`config.mk`:
```
export PLATFORM = sky130hd
export DESIGN_NAME = dr_pfreq_queue
export DESIGN_NICKNAME = d
export VERILOG_FILES = /design/src/rtl/dr_pfreq_queue.sv
export SDC_FILE = /design/constraint.sdc
export NUM_CORES = 1
export LEC_CHECK = 0
export ABC_AREA = 0
export CORE_ASPECT_RATIO = 1.2
export CORE_MARGIN = 2
export CORE_UTILIZATION = 58
export CTS_CLUSTER_SIZE = 30
export DETAILED_ROUTE_END_ITERATION = 7
export GPL_TIMING_DRIVEN = 0
export HOLD_SLACK_MARGIN = 0.05
export PLACE_DENSITY = 0.85
export SLEW_MARGIN = 30
export SYNTH_ARGS = -nofsm -noshare
export SYNTH_HDL_FRONTEND = slang
export SYNTH_SLANG_ARGS = --single-unit
```
`constraint.sdc`:
```
create_clock -name clk -period 10.46 [get_ports clk]
set_input_delay 2.092 -clock clk [delete_from_list [all_inputs] [get_ports clk]]
set_output_delay 2.092 -clock clk [all_outputs]
set_load 0.005 [all_outputs]
```
`src/rtl/dr_pfreq_queue.sv`:
```
// Prefetch request queue between the directory bank and memory: drops the oldest entry on overflow,
// filters duplicate lines, and squashes queued lines that a demand request has already fetched.
module dr_pfreq_queue #(
    parameter int PADDR_W  = 50,
    parameter int DEPTH    = 4,
    parameter int LINE_OFF = 6,
    parameter int CNT_W    = 16
) (
    input  logic               clk,
    input  logic               reset,
    input  logic               pf_in_valid,
    output logic               pf_in_retry,
    input  logic [PADDR_W-1:0] pf_in_paddr,
    input  logic               dem_valid,
    input  logic [PADDR_W-1:0] dem_paddr,
    output logic               pf_out_valid,
    input  logic               pf_out_retry,
    output logic [PADDR_W-1:0] pf_out_paddr,
    output logic [CNT_W-1:0]   drop_cnt
);

    localparam int PTR_W = $clog2(DEPTH);
    localparam logic [PTR_W:0] OCC_FULL = (PTR_W+1)'(DEPTH);

    logic [DEPTH-1:0]   slot_v;
    logic [PADDR_W-1:0] slot_paddr [DEPTH];
    logic [PTR_W-1:0]   head;
    logic [PTR_W-1:0]   tail;
    logic [PTR_W:0]     occ;

    logic [DEPTH-1:0]   dem_hit;
    logic [DEPTH-1:0]   in_hit;
    logic [DEPTH-1:0]   slot_v_nxt;
    logic [PTR_W:0]     occ_nxt;
    logic               push_req;
    logic               dup;
    logic               push_ok;
    logic               full;
    logic               out_free;
    logic               out_acc;
    logic               pop;
    logic               load;
    logic               drop;

    function automatic logic same_line(input logic [PADDR_W-1:0] a, input logic [PADDR_W-1:0] b);
        return a[PADDR_W-1:LINE_OFF] == b[PADDR_W-1:LINE_OFF];
    endfunction

    always_comb begin
        for (int i = 0; i < DEPTH; i++) begin
            dem_hit[i] = dem_valid && slot_v[i] && same_line(slot_paddr[i], dem_paddr);
            in_hit[i]  = slot_v[i] && same_line(slot_paddr[i], pf_in_paddr);
        end
    end

    always_comb begin
        push_req = pf_in_valid && !pf_in_retry;
        dup      = (|in_hit)
                 || (pf_out_valid && same_line(pf_out_paddr, pf_in_paddr))
                 || (dem_valid && same_line(dem_paddr, pf_in_paddr));
        push_ok  = push_req && !dup;
        full     = (occ == OCC_FULL);
        out_acc  = pf_out_valid && !pf_out_retry;
        out_free = !pf_out_valid || !pf_out_retry;
        pop      = out_free && (occ != '0);
        // A slot being squashed this cycle is already covered by the demand, so never load it.
        load     = pop && slot_v[head] && !dem_hit[head];
        drop     = push_ok && full && !pop;
    end

    always_comb begin
        slot_v_nxt = slot_v & ~dem_hit;
        if (pop) begin
            slot_v_nxt[head] = 1'b0;
        end
        if (push_ok) begin
            slot_v_nxt[tail] = 1'b1;
        end
        occ_nxt = occ;
        if (push_ok && !drop && !pop) begin
            occ_nxt = occ + 1'b1;
        end else if (pop && !push_ok) begin
            occ_nxt = occ - 1'b1;
        end
    end

    always_ff @(posedge clk or posedge reset) begin
        if (reset) begin
            slot_v       <= '0;
            head         <= '0;
            tail         <= '0;
            occ          <= '0;
            pf_in_retry  <= 1'b1;
            pf_out_valid <= 1'b0;
            pf_out_paddr <= '0;
            drop_cnt     <= '0;
            for (int i = 0; i < DEPTH; i++) begin
                slot_paddr[i] <= '0;
            end
        end else begin
            pf_in_retry <= 1'b0;
            slot_v      <= slot_v_nxt;
            occ         <= occ_nxt;
            if (push_ok) begin
                slot_paddr[tail] <= pf_in_paddr;
                tail             <= tail + 1'b1;
            end
            // On overflow the head advances past the dropped slot, which the new entry reuses.
            if (pop || drop) begin
                head <= head + 1'b1;
            end
            if (load) begin
                pf_out_valid <= 1'b1;
                pf_out_paddr <= slot_paddr[head];
            end else if (out_acc) begin
                pf_out_valid <= 1'b0;
            end
            if (drop && (drop_cnt != '1)) begin
                drop_cnt <= drop_cnt + 1'b1;
            end
        end
    end

endmodule

```
==> results.json <==
{
  "hp-start": "drop_cnt[8]$_DFFE_PP0P_",
  "cts_resized": 0,
  "timing.slew.headroom_pct": 17.9,
  "critPathLaunchType": "primary input",
  "place_inst": 1932,
  "via_per_inst": 6.45,
  "final_area_mm2": 0.0202,
  "gp_congestion": 1.06,
  "grt_pass1_vias": 13200,
  "vdd_drop_max_uv": 258,
  "post_cts_buffers": 0,
  "grt_pass1_wl_um": 95800,
  "die_height_um": 195,
  "p_switching_mw": 2.79,
  "synth_top_area_share_pct": 39.4,
  "synth_seq_cells": 279,
  "synth_area_leaders": "dfrtp_1 39%, xnor2_1 12%, xor2_1 10%",
  "critPathKind": "primary input to flip-flop",
  "status": "finished clean",
  "cts_tree": "done",
  "firstDrtPassIters": 5,
  "vias": 12800,
  "root_buffer": "clkbuf_16",
  "p_int_mw": 3.91,
  "p_comb_share_pct": 47.7,
  "rows": 70,
  "finalCritPeriodShare_pct": 55.3,
  "htreeDepth": 1,
  "drv_cap": 0,
  "postRouteAntennaNets": 0,
  "place_area_mm2": 0.0191,
  "synth_cell_types": 51,
  "yosys_warnings": 0,
  "drive_gt1_share_pct": 20.6,
  "io_pins": 173,
  "antenna_found_initial": 0,
  "area_growth_pct": 14.0,
  "yosys.area.top_type": "dfrtp_1",
  "crit_path_end_kind": "flip-flop",
  "wl_per_cell_um": 34.3,
  "pwr-share-seq_pct": 35.7,
  "cpPeakStageDelay_ps": 800,
  "track_usage_pct": 43.4,
  "worstHoldPathType": "flip-flop to flip-flop",
  "power_density_mw_per_mm2": 332,
  "dieArea_mm2": 0.0319,
  "max_clock_freq_ghz": 0.173,
  "cts.clk_slew.worst_paths_ps": 60,
  "clk_path_buf_depth": 3,
  "required_ps": 10910,
  "worst_pin_slew_ps": 1220,
  "dominantRegCellSynth": "dfrtp_1",
  "grt_max_degree": 92,
  "syn_area_mm2": 0.0177,
  "crit_arrival_ps": 6230,
  "initial_core_util_pct": 58.5,
  "antennaDiodeCount": 0,
  "crit_chain": "clkdlybuf4s50_1, nand2_1, a211o_1, nor4_1, nand4_1, o41ai_1, mux2i_1, o211ai_4, buf_6, mux2_4",
  "netlist_top_cells_count": "278 x dfrtp_1, 235 x xnor2_1, 204 x xor2_1",
  "dp_hpwl_um": 54400,
  "layout_setup_ws_ps": 4680,
  "final.fill_count": 2290,
  "synth.most_common_cell": "dfrtp_1",
  "hold_buffers": 0,
  "fin_cells": 1987,
  "pwr-share-clk_pct": 16.6,
  "sw_frac_of_total_pct": 41.7,
  "cts_made_buffers": 30,
  "clock_skew_ps": 14.0,
  "cp-startpoint": "dem_valid",
  "totalWireLength_um": 68100,
  "fin_nets": 1683,
  "drc_errors": 0,
  "grt_setup_unrepaired": "no",
  "clock_sinks": 279,
  "numPortBuffers": 86,
  "path_buf_inv": 2,
  "core_area_mm2": 0.0302,
  "synthCells": 1447,
  "drt_iter0_drc": 1178,
  "power.total_mw": 6.70,
  "slew_violations": 0,
  "avgSynthCellArea_um2": 12.2,
  "syn-num-nets": 1562,
  "min_period_ps": 5780,
  "cp_slowest_cell": "o41ai_1",
  "critPathMaxFanout": 10,
  "synth_seq_area_share_pct": 39.5,
  "leakage_nw": 8.31,
  "hold_viol_final": 0,
  "crit_family": "compound AO/OA/AOI/OAI gates",
  "synthArstFlopShare_pct": 100,
  "clkLatencyLatePin_ps": 570,
  "pre_cts_slack_ps": 4260,
  "hold_ws_ps": 489,
  "finalSetupViolations": 0,
  "synth-edff-count": 0,
  "reg2reg_from": "slot_paddr[194]$_DFFE_PP0P_",
  "grt_overflow": 0,
  "fp.dieW_um": 163
}
==> worst paths after layout <==
check	endpoint	slack (ps)	depth (start not counted)
worst max-delay path	pf_out_paddr[20]$_DFFE_PP0P_	4680	10
worst min-delay path	drop_cnt[8]$_DFFE_PP0P_	490	1
worst max register to register	slot_paddr[128]$_DFFE_PP0P_	6080	10
worst min register to register	drop_cnt[8]$_DFFE_PP0P_	490	1
max in group asynchronous	pf_in_retry$_DFF_PP1_	7410	4
min in group asynchronous	tail[0]$_DFFE_PP0N_	1920	2
==> cell families after synthesis <==
logic type	after synthesis	share of synthesized area (%)
xor gates and xnor gates	439	21.8
muxes	306	23.9
DFF	279	39.5
and+or+nand+nor	210	7.06
buffers and inverters	159	5.06
AOI/OAI and AO/OA	43	1.92
adders and majority gates	10	0.751
other	1	0.0212
==> per-stage QoR <==
step	TNS (ps)	util, %
2_1_floorplan	0	-
3_3_place_gp	-755530	63.0
3_5_place_dp	0	63.3
4_1_cts	0	66.7
5_1_grt	0	66.7
6_report	0	66.7
==> final cells by class <==
cell class / instances / area (um^2) / area share (%)
repair buffers: 89 / 943 / 4.68
flip-flops and latches: 279 / 6980 / 34.7
clock buffers: 45 / 888 / 4.41
well taps: 396 / 495 / 2.46
multi-input cells: 1009 / 9800 / 48.6
inverters: 24 / 97.6 / 0.484
plain buffers: 135 / 808 / 4.01
clock inverters: 10 / 131 / 0.652
==> sequential cells by signal, indices dropped and copies added (netlist names) <==
signal,cells
head,2
pf_out_valid,1
pf_in_retry,1
tail,2
pf_out_paddr,50
slot_paddr,200
slot_v,4
occ,3
drop_cnt,16
==> per-layer routing <==
metal | wire [um] | vias up | share of wire, % | GRT usage (%)
met5 | 0 | - | 0 | 0
met4 | 5290 | 0 | 7.8 | 27.9
met3 | 5270 | 173 | 7.7 | 7.82
met2 | 32100 | 658 | 47 | 69.3
met1 | 25500 | 6672 | 37 | 54.2
li1 | - | 5311 | - | -
==> power by group through the flow <==
stage,clock [mW],sequential (mW),combinational (mW)
after global placement,0,2.32,3.07
final,1.11,2.39,3.20
after floorplan,0,2.09,2.08
after global routing,1.15,2.43,3.31
after detailed placement,0,2.35,3.12
after CTS,1.11,2.35,3.15
==> cells in the final DEF, fill, tap and decap left out, types with 8 or more instances in the layout <==
master / instances
mux4_2: 50
nand2_1: 16
nor4_1: 60
buf_6: 29
and2_1: 8
mux2_2: 71
clkdlybuf4s50_1: 86
clkbuf_16: 31
mux2_4: 60
o21ai_0: 9
buf_2: 54
clkbuf_1: 53
ha_1: 9
xnor2_1: 235
inv_1: 23
mux2_1: 120
dfrtp_1: 278
xor2_1: 204
nand4_1: 70
and3_1: 10
nand3_1: 15
Note: power is estimated with default switching activity, not from simulation.
